`src/rtl/term_pkg.sv`:
```
// Shared constants and FSM encoding for the text terminal write path.
package term_pkg;

    localparam int unsigned COLS_DEF       = 32;
    localparam int unsigned ROWS_DEF       = 4;
    localparam int unsigned FIFO_DEPTH_DEF = 4;

    localparam logic [7:0] CH_CR        = 8'h0D;
    localparam logic [7:0] CH_LF        = 8'h0A;
    localparam logic [7:0] CH_BS        = 8'h08;
    localparam logic [7:0] CH_FF        = 8'h0C;
    localparam logic [7:0] CH_SPACE     = 8'h20;
    localparam logic [7:0] CH_PRINT_MIN = 8'h20;
    localparam logic [7:0] CH_PRINT_MAX = 8'h7E;

    typedef enum logic [1:0] {
        ST_IDLE  = 2'd0,
        ST_EXEC  = 2'd1,
        ST_CLEAR = 2'd2
    } state_e;

endpackage

```
`src/rtl/byte_fifo.sv`:
```
// Small synchronous FIFO; a push while full is rejected even if a pop occurs.
module byte_fifo #(
    parameter int unsigned DEPTH = 4,
    parameter int unsigned WIDTH = 8
) (
    input  logic             clk,
    input  logic             reset_n,
    input  logic             push_i,
    input  logic [WIDTH-1:0] data_i,
    input  logic             pop_i,
    output logic [WIDTH-1:0] head_o,
    output logic             full_o,
    output logic             empty_o
);

    localparam int unsigned AW   = (DEPTH > 1) ? $clog2(DEPTH) : 1;
    localparam int unsigned CNTW = AW + 1;

    logic [WIDTH-1:0] mem_q [DEPTH];
    logic [AW-1:0]    wr_ptr_q;
    logic [AW-1:0]    rd_ptr_q;
    logic [CNTW-1:0]  count_q;
    logic [CNTW-1:0]  count_d;
    logic             full_q;
    logic             empty_q;
    logic             push_ok;
    logic             pop_ok;

    assign push_ok = push_i && !full_q;
    assign pop_ok  = pop_i && !empty_q;

    // Occupancy after this cycle's accepted push/pop.
    always_comb begin
        count_d = count_q + CNTW'(push_ok) - CNTW'(pop_ok);
    end

    // Pointers, occupancy and registered flags.
    always_ff @(posedge clk or negedge reset_n) begin
        if (!reset_n) begin
            wr_ptr_q <= '0;
            rd_ptr_q <= '0;
            count_q  <= '0;
            full_q   <= 1'b0;
            empty_q  <= 1'b1;
        end else begin
            if (push_ok) wr_ptr_q <= wr_ptr_q + AW'(1);
            if (pop_ok)  rd_ptr_q <= rd_ptr_q + AW'(1);
            count_q <= count_d;
            full_q  <= (count_d == CNTW'(DEPTH));
            empty_q <= (count_d == '0);
        end
    end

    // Storage array; contents only meaningful while occupied.
    always_ff @(posedge clk) begin
        if (push_ok) mem_q[wr_ptr_q] <= data_i;
    end

    assign head_o  = mem_q[rd_ptr_q];
    assign full_o  = full_q;
    assign empty_o = empty_q;

endmodule

```
`src/rtl/text_write_ctrl.sv`:
```
// Interprets received bytes as terminal input and issues character RAM writes.
module text_write_ctrl
    import term_pkg::*;
#(
    parameter int unsigned COLS       = COLS_DEF,
    parameter int unsigned ROWS       = ROWS_DEF,
    parameter int unsigned FIFO_DEPTH = FIFO_DEPTH_DEF,
    parameter logic [7:0]  BLANK      = CH_SPACE,
    localparam int unsigned CW        = $clog2(COLS),
    localparam int unsigned RW        = $clog2(ROWS)
) (
    input  logic          clk,
    input  logic          reset_n,
    input  logic [7:0]    rx_data,
    input  logic          rx_valid,
    output logic          wr_en,
    output logic [RW-1:0] wr_row,
    output logic [CW-1:0] wr_col,
    output logic [7:0]    wr_data,
    output logic [RW-1:0] cur_row,
    output logic [CW-1:0] cur_col,
    output logic          busy,
    output logic          overflow
);

    localparam int unsigned SW = RW + CW;

    state_e        state_q,    state_d;
    logic [7:0]    cmd_q,      cmd_d;
    logic [RW-1:0] crow_q,     crow_d;
    logic [CW-1:0] ccol_q,     ccol_d;
    logic [SW-1:0] sweep_q,    sweep_d;
    logic          wr_en_q,    wr_en_d;
    logic [RW-1:0] wr_row_q,   wr_row_d;
    logic [CW-1:0] wr_col_q,   wr_col_d;
    logic [7:0]    wr_data_q,  wr_data_d;
    logic [RW-1:0] cur_row_q,  cur_row_d;
    logic [CW-1:0] cur_col_q,  cur_col_d;
    logic          busy_q,     busy_d;
    logic          overflow_q, overflow_d;

    logic          fifo_pop;
    logic [7:0]    fifo_head;
    logic          fifo_full;
    logic          fifo_empty;

    byte_fifo #(
        .DEPTH (FIFO_DEPTH),
        .WIDTH (8)
    ) u_fifo (
        .clk     (clk),
        .reset_n (reset_n),
        .push_i  (rx_valid),
        .data_i  (rx_data),
        .pop_i   (fifo_pop),
        .head_o  (fifo_head),
        .full_o  (fifo_full),
        .empty_o (fifo_empty)
    );

    // Next-state, cursor arithmetic and write command generation.
    always_comb begin
        state_d    = state_q;
        cmd_d      = cmd_q;
        crow_d     = crow_q;
        ccol_d     = ccol_q;
        sweep_d    = sweep_q;
        wr_en_d    = 1'b0;
        wr_row_d   = wr_row_q;
        wr_col_d   = wr_col_q;
        wr_data_d  = wr_data_q;
        fifo_pop   = 1'b0;
        overflow_d = overflow_q | (rx_valid & fifo_full);

        case (state_q)
            ST_IDLE: begin
                if (!fifo_empty) begin
                    fifo_pop = 1'b1;
                    cmd_d    = fifo_head;
                    state_d  = ST_EXEC;
                end
            end
            ST_EXEC: begin
                state_d = ST_IDLE;
                if (cmd_q >= CH_PRINT_MIN && cmd_q <= CH_PRINT_MAX) begin
                    wr_en_d   = 1'b1;
                    wr_row_d  = crow_q;
                    wr_col_d  = ccol_q;
                    wr_data_d = cmd_q;
                    if (ccol_q == CW'(COLS - 1)) begin
                        ccol_d = '0;
                        crow_d = crow_q + RW'(1);
                    end else begin
                        ccol_d = ccol_q + CW'(1);
                    end
                end else if (cmd_q == CH_CR || cmd_q == CH_LF) begin
                    ccol_d = '0;
                    crow_d = crow_q + RW'(1);
                end else if (cmd_q == CH_BS) begin
                    // Retreat first, then blank the cell now under the cursor.
                    if (ccol_q != '0) begin
                        ccol_d = ccol_q - CW'(1);
                    end else if (crow_q != '0) begin
                        ccol_d = CW'(COLS - 1);
                        crow_d = crow_q - RW'(1);
                    end
                    wr_en_d   = 1'b1;
                    wr_row_d  = crow_d;
                    wr_col_d  = ccol_d;
                    wr_data_d = BLANK;
                end else if (cmd_q == CH_FF) begin
                    sweep_d = '0;
                    state_d = ST_CLEAR;
                end
            end
            ST_CLEAR: begin
                wr_en_d   = 1'b1;
                wr_row_d  = sweep_q[SW-1:CW];
                wr_col_d  = sweep_q[CW-1:0];
                wr_data_d = BLANK;
                sweep_d   = sweep_q + SW'(1);
                if (sweep_q == {SW{1'b1}}) begin
                    crow_d  = '0;
                    ccol_d  = '0;
                    state_d = ST_IDLE;
                end
            end
            default: state_d = ST_IDLE;
        endcase

        // Busy covers the final sweep write; exported cursor lags one cycle.
        busy_d    = (state_d == ST_CLEAR) || (state_q == ST_CLEAR);
        cur_row_d = crow_q;
        cur_col_d = ccol_q;
    end

    // State and output registers.
    always_ff @(posedge clk or negedge reset_n) begin
        if (!reset_n) begin
            state_q    <= ST_IDLE;
            cmd_q      <= '0;
            crow_q     <= '0;
            ccol_q     <= '0;
            sweep_q    <= '0;
            wr_en_q    <= 1'b0;
            wr_row_q   <= '0;
            wr_col_q   <= '0;
            wr_data_q  <= '0;
            cur_row_q  <= '0;
            cur_col_q  <= '0;
            busy_q     <= 1'b0;
            overflow_q <= 1'b0;
        end else begin
            state_q    <= state_d;
            cmd_q      <= cmd_d;
            crow_q     <= crow_d;
            ccol_q     <= ccol_d;
            sweep_q    <= sweep_d;
            wr_en_q    <= wr_en_d;
            wr_row_q   <= wr_row_d;
            wr_col_q   <= wr_col_d;
            wr_data_q  <= wr_data_d;
            cur_row_q  <= cur_row_d;
            cur_col_q  <= cur_col_d;
            busy_q     <= busy_d;
            overflow_q <= overflow_d;
        end
    end

    assign wr_en    = wr_en_q;
    assign wr_row   = wr_row_q;
    assign wr_col   = wr_col_q;
    assign wr_data  = wr_data_q;
    assign cur_row  = cur_row_q;
    assign cur_col  = cur_col_q;
    assign busy     = busy_q;
    assign overflow = overflow_q;

endmodule

```
`config.mk`:
```
export PLATFORM = sky130hd
export DESIGN_NAME = text_write_ctrl
export DESIGN_NICKNAME = d
export VERILOG_FILES = /design/src/rtl/term_pkg.sv /design/src/rtl/byte_fifo.sv /design/src/rtl/text_write_ctrl.sv
export SDC_FILE = /design/constraint.sdc
export NUM_CORES = 1
export LEC_CHECK = 0
export CAP_MARGIN = 20
export CORE_UTILIZATION = 42
export CTS_CLUSTER_DIAMETER = 30
export DETAILED_ROUTE_END_ITERATION = 12
export DONT_BUFFER_PORTS = 1
export GPL_ROUTABILITY_DRIVEN = 0
export PLACE_DENSITY = 0.65
export RECOVER_POWER = 25
export SLEW_MARGIN = 20
export SYNTH_ARGS = -nofsm -noshare
export SYNTH_HDL_FRONTEND = slang
export SYNTH_SLANG_ARGS = --single-unit
```
`constraint.sdc`:
```
create_clock -name clk -period 2.9 [get_ports clk]
set_clock_uncertainty 0.15 [all_clocks]
set_input_delay 0.29 -clock clk [delete_from_list [all_inputs] [get_ports clk]]
set_output_delay 0.29 -clock clk [all_outputs]
set_load 0.05 [all_outputs]
```
==> summary.txt, run 1 <==
Routing
  – Final ANT Viol Nets: 0
  – Router iterations before antenna repair: 4
  – Final WL: 7595 um
  – Per-cell routed wire length: approximately 15 um
  – Total number of vias: approximately 2.7k
  – DRC: 0
  – DR vias/cell: 5.302
  – 1st-iter DRT viols: around 160

Clocking
  – Root Driver: clkbuf_8
  – CTS Buf Count: 9
  – Clock-pin transition on the worst setup and hold timing paths: 90 ps
  – Postcts setup bufs: 0
  – Clk_lat worst skew: ~360 ps
  – CTS max path bufs: 2
  – CTS tree: done
  – H-tree depth: 3
  – Clock sink total: 90

Power
  – Psw: 0.002400 W
  – Clock share of power: 16.5%
  – P per Cell Area: 1161 nW/um^2
  – Combinational share of power: 35.7%
  – Reg power frac: between 40% and 50%
  – Internal Power: 0.003011 W
  – Peak supply drop: between 0.0004 and 0.0005 V
  – Switching share of total power: ~44%
  – LEAKAGE: roughly 1.9 nW

Yosys
  – Number of synthesized flops with an enable pin: 32
  – Synthesized-area fraction occupied by adder cells: under 10%
  – Post-synthesis cell type count: 57
  – Synth Register Bits: 90
  – Share of the yosys chip area belonging to registers: 57.31%
  – Post-synthesis mux area share: 8.318%
  – Post-Synth Simple-Gate Area: around 14%
  – Mapped Area: ~4200 um^2
  – Most instantiated cells after synthesis: 57 x dfrtp_1, 40 x nand2_1, 32 x edfxtp_1
  – Synth top area share: 33.87%
  – Post-Syn Area per Cell: around 12 um^2
  – Area leader, netlist: dfrtp_1
  – Complex-gate fraction of the synthesized area: a little over a tenth
  – Mapped Cells: between 300 and 400
  – XOR/XNOR Fraction of Synth Area: 1.248%
  – Count leader, synth: dfrtp_1
  – Synth area leaders: dfrtp_1 34%, edfxtp_1 23%, ha_1 5.1%, mux4_2 4.3%, nand2_1 3.6%
  – Largest family of logic cells by synthesized area: simple AND/OR/NAND/NOR gates
  – Syn nets: 381
  – Synth Flop Type: dfrtp_1
  – Ys async rst share: between 60% and 70%
  – Yosys warning count: 0

Die
  – Core Region: about 9700 um^2
  – Core Rows: 36
  – Die Wd: 102.1 um
  – Starting Density: 43.29%
  – Die area: between 10,000 and 15,000 um^2
  – Ports: 36
  – Height of the die: 102.1 um

Timing
  – Slew margin rel.: ~5.7%
  – RSZ-0062 raised after global routing: false
  – Fmax: roughly 0.38 GHz
  – Setup TNS: 0 ps
  – Final WS setup: 257.8 ps
  – Min Hold Slack: 142.6 ps
  – Minimum clock period: between 2000 and 3000 ps
  – Worst Max-Slew Pin Slew: about 1400 ps
  – # setup viols final: 0
  – Slew Viols, Final: 0
  – Final worst-path cycle share: 91.11%
  – Endpoints failing hold: 0

Placed design
  – DP Worst Slack: approximately 240 ps
  – DP Cell Count: roughly 480
  – Buffers on Ports: 0
  – HPWL after DPL: approximately 5300 um

Layout
  – Layout cells sized above 1: 14.32%
  – Ant diodes: 0
  – Area of the multi-input gates: 1653 um^2
  – Sequential Area: 2414 um^2
  – Layout area overhead: 10.67%
  – Layout Utilization: 47.90%
  – Filler Cell Count: approximately 900
  – Nets: just under 400
  – Post-Layout Cell Count: slightly above 500

Worst setup path
  – Startpoint Class: flop
  – Critical path peak fanout: 5
  – Crit-path cells: inv_1, ha_1, nor2b_2, ha_1, inv_1, ha_1, inv_1, fa_1, xnor2_1, xnor2_1, nor3b_1
  – Worst setup path category: flop to flop
  – Endpoint required time on the critical path: roughly 3000 ps
  – Critical path endpoint category: flop
  – CP max stage delay: 420 ps
  – Worst EP arrival: 2770 ps
  – Slowest cell on crit path: dfrtp_1

Global route
  – First-pass GRT wire length: 13,070 um
  – Largest net degree at the start of global routing: 59
  – Congestion Overflow GR: 0
  – Antenna violations before repair: 0
  – Vias in the first global route: about 2.7k
  – Gr usage total: roughly 17%

Flow run
  – Max_cap viols: 0

Outcome
  – Status: finished clean

Min path
  – Hold WC Path Type: input port to flop
-- repair_timing --
action                                  CTS  global route
resized for setup                         0             1
hold buffers                             11             0
hold endpoints to repair                 91             0
endpoints found under the setup margin    0             1
-- per-stage QoR --
step	cell area, um^2	power (W)
5_1_grt	4661	0.005833
3_5_place_dp	4350	0.004536
3_3_place_gp	4350	0.004485
4_1_cts	4684	0.005480
2_1_floorplan	4213	0.004109
6_report	4661	0.005411
-- cells by family after synthesis --
kind of cell               Yosys count
adders and majority gates           18
AOI/OAI and AO/OA                   69
DFF                                 90
muxes                               24
buffers and inverters               34
xor gates and xnor gates             6
and+or+nand+nor                    111
-- power groups by stage --
stage / logic, W / registers [W] / clock network [W]
finish: 0.00193 / 0.00259 / 0.000895
global route: 0.00219 / 0.00266 / 0.000980
CTS: 0.00197 / 0.00259 / 0.000921
detailed placement: 0.00191 / 0.00262 / 0
global placement: 0.00188 / 0.00260 / 0
floorplan: 0.00168 / 0.00243 / 0
-- state kept, by name (all words and copies together), names as in the netlist, 3 cells and up --
register / cells
ccol_q: 5
cur_col: 5
u_fifo.count_q: 3
u_fifo.mem_q: 32
sweep_q: 7
cmd_q: 8
wr_data: 8
wr_col: 5
-- per-layer routing --
layer,global-route usage (%),up-vias,wire (um)
met1,20.98,1305,3283
li1,-,1284,-
met5,0,-,0
met3,3.694,19,288
met4,6.374,0,172
met2,27.57,59,3851
-- worst paths after layout --
path                            start            endpoint  slack [ps]  depth (start not counted)
min reg2reg                 crow_q[0]          cur_row[0]         360                          0
max                        state_q[0]       u_fifo.full_o         260                         11
min in group asynchronous     reset_n           wr_row[1]         670                          2
min                          rx_valid  u_fifo.wr_ptr_q[0]         140                          2
max reg2reg                state_q[0]       u_fifo.full_o         260                         11
max in group asynchronous     reset_n            cmd_q[7]        1080                          2
-- placed cells by master (no fill, tap or decap), drive strengths merged, types with 8 or more instances in the layout --
| cell type | synthesis | routed |
|---|---|---|
| dfrtp | 57 | 57 |
| nand2 | 43 | 43 |
| edfxtp | 32 | 32 |
| o21ai | 30 | 30 |
| inv | 18 | 22 |
| nor2 | 20 | 20 |
| ha | 17 | 17 |
| a21oi | 12 | 12 |
| clkbuf | 9 | 11 |
| dlygate4sd3 | 0 | 10 |
| nand3 | 9 | 9 |
| mux2i | 8 | 8 |
| mux2 | 8 | 8 |
| mux4 | 8 | 8 |
-- critical path: cells and delay by family (launching register included) --
| family | cells | cell delay [ps] |
|---|---|---|
| xor gates and xnor gates | 2 | 390 |
| adders and majority gates | 4 | 1060 |
| buffers and inverters | 3 | 190 |
| DFF | 1 | 420 |
| and+or+nand+nor | 2 | 370 |
-- area by class of cell --
cell class              instances  area share, %
clock buffers                   9          2.658
clock inverters                 7          1.772
inverters                      18          1.450
multi-input cells             228          35.46
flip-flops and latches         90          51.79
well taps                     133          3.570
repair buffers                 18          3.302
(Power assumes the default switching activity.)
==> run 2: changes to the inputs <==
==> constraint.sdc (replaced) <==
create_clock -name clk -period 2.9 [get_ports clk]
set_clock_uncertainty 0.15 [all_clocks]
set_input_delay 0.87 -clock clk [delete_from_list [all_inputs] [get_ports clk]]
set_output_delay 0.87 -clock clk [all_outputs]
set_load 0.05 [all_outputs]
==> summary.txt, run 2 (synthesis gave the netlist of run 1 again) <==
Power
  – Internal Power: 0.002918 W
  – Combinational share of power: between 30% and 40%
  – Clock share of power: between 10% and 20%
  – LEAKAGE: ~1.9 nW
  – Psw: between 0.002 and 0.0025 W
  – P per Cell Area: between 1000 and 1500 nW/um^2
  – Switching share of total power: 44.91%
  – Reg power frac: between 40 and 50%
  – Peak supply drop: 0.0005050 V

Layout
  – Layout area overhead: 7.813%
  – Max FFs per register: 32
  – Nets: about 380
  – Layout cells sized above 1: 14.72%
  – Post-Layout Cell Count: about 490
  – Most common cell after layout, fill and taps aside: dfrtp_1
  – Most flop-heavy register: u_fifo.mem_q
  – Most frequent cells in the layout: 57 x dfrtp_1, 40 x nand2_1, 32 x edfxtp_1
  – Sequential Area: ~2400 um^2
  – Filler Cell Count: 897
  – Post-route cell area: around 4500 um^2
  – Area of the multi-input gates: between 1500 and 2000 um^2
  – Ant diodes: 0

Placed design
  – Placed Area: ~4400 um^2
  – HPWL after DPL: about 5300 um
  – Buffers on Ports: 0
  – DP Cell Count: between 400 and 500
  – DP Worst Slack: 269.2 ps

Die
  – Die area: between 10,000 and 15,000 um^2
  – Core Rows: 36
  – Die Wd: 102.1 um
  – Core Region: between 9000 and 10,000 um^2
  – Height of the die: 102.1 um
  – Starting Density: 43.29%
  – Ports: 36

Routing
  – 1st-iter DRT viols: 141
  – DR vias/cell: around 5.3
  – Total number of vias: ~2.6k
  – Wire length on met2: 3907 um
  – Final WL: 7671 um
  – Router iterations before antenna repair: 4
  – Per-cell routed wire length: between 15 and 20 um
  – DR top layer: met4
  – DRC: 0
  – M1 WL: 3298 um
  – Met3 wire length: 358 um
  – Final ANT Viol Nets: 0

Timing
  – RSZ-0062 raised after global routing: false
  – Final worst-path cycle share: between 90% and 100%
  – Worst Max-Slew Pin Slew: ~590 ps
  – Endpoints failing hold: 0
  – Slew Viols, Final: 0
  – Final WS setup: roughly 260 ps
  – Fmax: roughly 0.38 GHz
  – Slew margin rel.: between 60% and 70%
  – # setup viols final: 0
  – Minimum clock period: 2642 ps
  – Setup TNS: 0 ps

Worst setup path
  – Critical path peak fanout: 5
  – Slowest cell on crit path: dfrtp_1
  – Critical path endpoint category: flop
  – Crit-path cells: inv_1, ha_1, nor2b_1, ha_1, inv_1, ha_1, inv_1, fa_1, xnor2_1, xnor2_1, nor3b_1
  – Worst setup path category: flop to flop
  – Startpoint Class: flop
  – R2R cell count: 11
  – Endpoint required time on the critical path: 3020 ps
  – CP max stage delay: roughly 400 ps
  – Worst EP arrival: 2760 ps

Clocking
  – H-tree depth: 3
  – CTS tree: done
  – CTS Buf Count: 9
  – PostCTS Resize Cnt: 0
  – Postcts setup bufs: 0
  – CTS max path bufs: 2
  – Clock sink total: 90
  – Cts hold-fix bufs: 0
  – Clock-pin transition on the worst setup and hold timing paths: around 100 ps
  – Root Driver: clkbuf_8
  – Clk_lat worst skew: ~370 ps

Global route
  – First-pass GRT wire length: roughly 13,000 um
  – Largest net degree at the start of global routing: between 50 and 60
  – Gr usage total: between 15 and 20%
  – Vias in the first global route: around 2.6k
  – Congestion Overflow GR: 0
  – Antenna violations before repair: 0

Flow run
  – Max_cap viols: 0

Outcome
  – Status: finished clean

Min path
  – Hold WC Path Type: input port to async pin
run 2: power groups by stage:
stage | logic [W] | registers [W] | clock network (W)
floorplan | 0.00168 | 0.00243 | 0
detailed placement | 0.00190 | 0.00264 | 0
finish | 0.00189 | 0.00260 | 0.000806
CTS | 0.00191 | 0.00261 | 0.000839
global placement | 0.00185 | 0.00262 | 0
global route | 0.00214 | 0.00268 | 0.000878
run 2: worst paths after layout:
kind                                  from                end  slack [ps]
worst max-delay path            state_q[0]      u_fifo.full_o         260
worst min-delay path               reset_n  u_fifo.count_q[1]          40
worst max register to register  state_q[0]      u_fifo.full_o         260
worst min register to register   crow_q[0]         cur_row[0]         350
max in group asynchronous          reset_n     u_fifo.empty_o        2370
min in group clk                 crow_q[0]         cur_row[0]         350
run 2: final cells by class:
class | instances | share of cell area (%)
Clock inverter | 6 | 1.212
Timing Repair Buffer | 8 | 1.323
Multi-Input combinational cell | 228 | 36.35
Clock buffer | 10 | 2.811
Tap cell | 133 | 3.665
Sequential cell | 90 | 53.16
Inverter | 18 | 1.488
run 2: per-stage QoR:
stage	util (%)	hold WS (ps)	total power, W
6_report	46.67	39.82	0.005297
5_1_grt	46.67	15.91	0.005700
4_1_cts	46.67	14.02	0.005357
3_5_place_dp	44.79	331.4	0.004534
3_3_place_gp	44.79	333.1	0.004474
2_1_floorplan	-	201.9	0.004109
run 2: worst max-delay path, delay by kind of cell, from the launching register on:
| family | cells | cell delay, ps |
|---|---|---|
| adder cells (fa/ha/maj) | 4 | 1040 |
| XOR/XNOR | 2 | 370 |
| AND/OR/NAND/NOR | 2 | 400 |
| buffers and inverters | 3 | 190 |
| flip-flops | 1 | 410 |
run 2: metal layers:
metal,vias up,GRT usage (%)
li1,1262,-
met2,73,27.98
met5,-,0
met4,0,6.593
met1,1252,20.07
met3,14,4.309
==> run 3: changes to the inputs <==
Settings changed: CORE_MARGIN set to 2.
==> summary.txt, run 3 (synthesis gave the netlist of run 1 again) <==
Outcome
  – Status: finished clean

Worst setup path
  – Bufs and invs on worst path: 3
  – R2R cell count: 11
  – Crit-path cells: inv_1, ha_1, nor2b_2, ha_1, inv_1, ha_1, inv_1, fa_1, xnor2_1, xnor2_1, nor3b_2
  – Worst EP arrival: 2810 ps
  – RR Endpoint: u_fifo.full_o
  – Critical path endpoint category: flop
  – Startpoint Class: flop
  – Critical path peak fanout: 5
  – CP max stage delay: about 430 ps
  – Crit Reg-Reg Startpoint: state_q[0]
  – Worst reg-to-reg setup slack: about 230 ps
  – Kind of cell adding the most delay to the critical path: adder cells
  – Worst setup path category: flop to flop
  – Slowest cell on crit path: dfrtp_1
  – Endpoint required time on the critical path: about 3000 ps

Layout
  – Layout Utilization: ~47%
  – Most common cell after layout, fill and taps aside: dfrtp_1
  – Post-route cell area: around 4600 um^2
  – Ant diodes: 0
  – Layout cells sized above 1: between 15 and 20%
  – Most flop-heavy register: u_fifo.mem_q
  – Max FFs per register: 32
  – Most frequent cells in the layout: 57 x dfrtp_1, 40 x nand2_1, 32 x edfxtp_1
  – Sequential Area: about 2400 um^2
  – Nets: 383
  – Filler Cell Count: roughly 900
  – Layout area overhead: 8.051%
  – Area of the multi-input gates: roughly 1700 um^2

Global route
  – Largest net degree at the start of global routing: between 50 and 60
  – Antenna violations before repair: 0
  – Congestion Overflow GR: 0
  – Gr usage total: between 10 and 15%
  – First-pass GRT wire length: 12,610 um
  – Vias in the first global route: 2,587

Timing
  – Endpoints failing hold: 0
  – RSZ-0062 raised after global routing: false
  – Worst Max-Slew Pin Slew: between 500 and 600 ps
  – # setup viols final: 0
  – Setup TNS: 0 ps
  – Slew margin rel.: between 60% and 70%
  – Minimum clock period: between 2000 and 3000 ps
  – Fmax: about 0.38 GHz
  – Final worst-path cycle share: roughly 90%
  – Slew Viols, Final: 0

Clocking
  – CTS tree: done
  – Root Driver: clkbuf_8
  – Clk_lat worst skew: approximately 360 ps
  – Clock sink total: 90
  – CTS max path bufs: 2
  – CTS Buf Count: 9
  – H-tree depth: 3
  – Clock-pin transition on the worst setup and hold timing paths: ~100 ps

Power
  – LEAKAGE: around 1.9 nW
  – Psw: ~0.0024 W
  – Reg power frac: 48.6%
  – P per Cell Area: approximately 1200 nW/um^2
  – Combinational share of power: 36.1%
  – Internal Power: between 0.002 and 0.003 W
  – Clock share of power: between 10% and 20%
  – Switching share of total power: roughly 45%
  – Peak supply drop: 0.0005402 V

Routing
  – Total number of vias: between 2k and 3k
  – Per-cell routed wire length: between 15 and 20 um
  – Router iterations before antenna repair: 4
  – 1st-iter DRT viols: 121
  – Final WL: 7469 um
  – DRC: 0
  – Final ANT Viol Nets: 0
  – DR vias/cell: about 5.3

Die
  – Ports: 36
  – Die area: between 10,000 and 15,000 um^2
  – Die Wd: 104.1 um
  – Core Rows: 36
  – Starting Density: 43.09%
  – Height of the die: roughly 100 um
  – Core Region: around 10000 um^2

Flow run
  – Max_cap viols: 0

Placed design
  – HPWL after DPL: 5291 um
  – Placed Area: roughly 4300 um^2
  – Buffers on Ports: 0

Min path
  – Hold WC Path Type: input port to async pin
-- run 3: how the worst max path moves through the flow --
stage | depth (start not counted) | slack [ps] | start | end
after floorplan | 13 | 100 | state_q[0] | u_fifo.full_o
after global placement | 11 | 390 | state_q[0] | u_fifo.full_o
after detailed placement | 11 | 270 | state_q[0] | u_fifo.full_o
after CTS | 11 | 210 | state_q[0] | u_fifo.full_o
after global routing | 11 | 7 | state_q[0] | u_fifo.full_o
final | 11 | 230 | state_q[0] | u_fifo.full_o
-- run 3: metrics by stage --
| step | hold WS (ps) | instances | total power, W | worst slack [ps] |
|---|---|---|---|---|
| detailed placement | 315.7 | 475 | 0.004535 | 265.9 |
| floorplan | 201.9 | 352 | 0.004109 | 102.0 |
| finish | 39.78 | 492 | 0.005344 | 233.9 |
| global route | 14.31 | 492 | 0.005760 | 7.320 |
| CTS | 21.22 | 491 | 0.005362 | 212.6 |
| global placement | 321.1 | 475 | 0.004457 | 393.9 |
-- run 3: final cells by class --
| type | count | area share (%) |
|---|---|---|
| clock buffers | 9 | 2.722 |
| inverters | 18 | 1.485 |
| flip-flops and latches | 90 | 53.04 |
| well taps | 133 | 3.657 |
| repair buffers | 7 | 1.155 |
| clock inverters | 7 | 1.512 |
| multi-input cells | 228 | 36.43 |
-- run 3: routing by layer --
metal,vias up,track usage (%),wire (um)
met5,-,0,0
met4,0,5.116,106
met3,7,4.010,293
met2,51,24.48,3727
met1,1278,18.16,3341
li1,1264,-,-
-- run 3: repair_timing --
action | CTS | global route
setup endpoints to repair | 0 | 1
gates resized for setup | 0 | 2
endpoints found under the hold margin | 0 | 0
buffers inserted | 0 | 1
hold buffers | 0 | 0
-- run 3: power by group through the flow --
stage	sequential [W]	combinational, W	clock [W]
final	0.00260	0.00193	0.000817
after global routing	0.00267	0.00220	0.000889
after CTS	0.00261	0.00190	0.000844
after detailed placement	0.00264	0.00189	0
after global placement	0.00262	0.00184	0
after floorplan	0.00243	0.00168	0
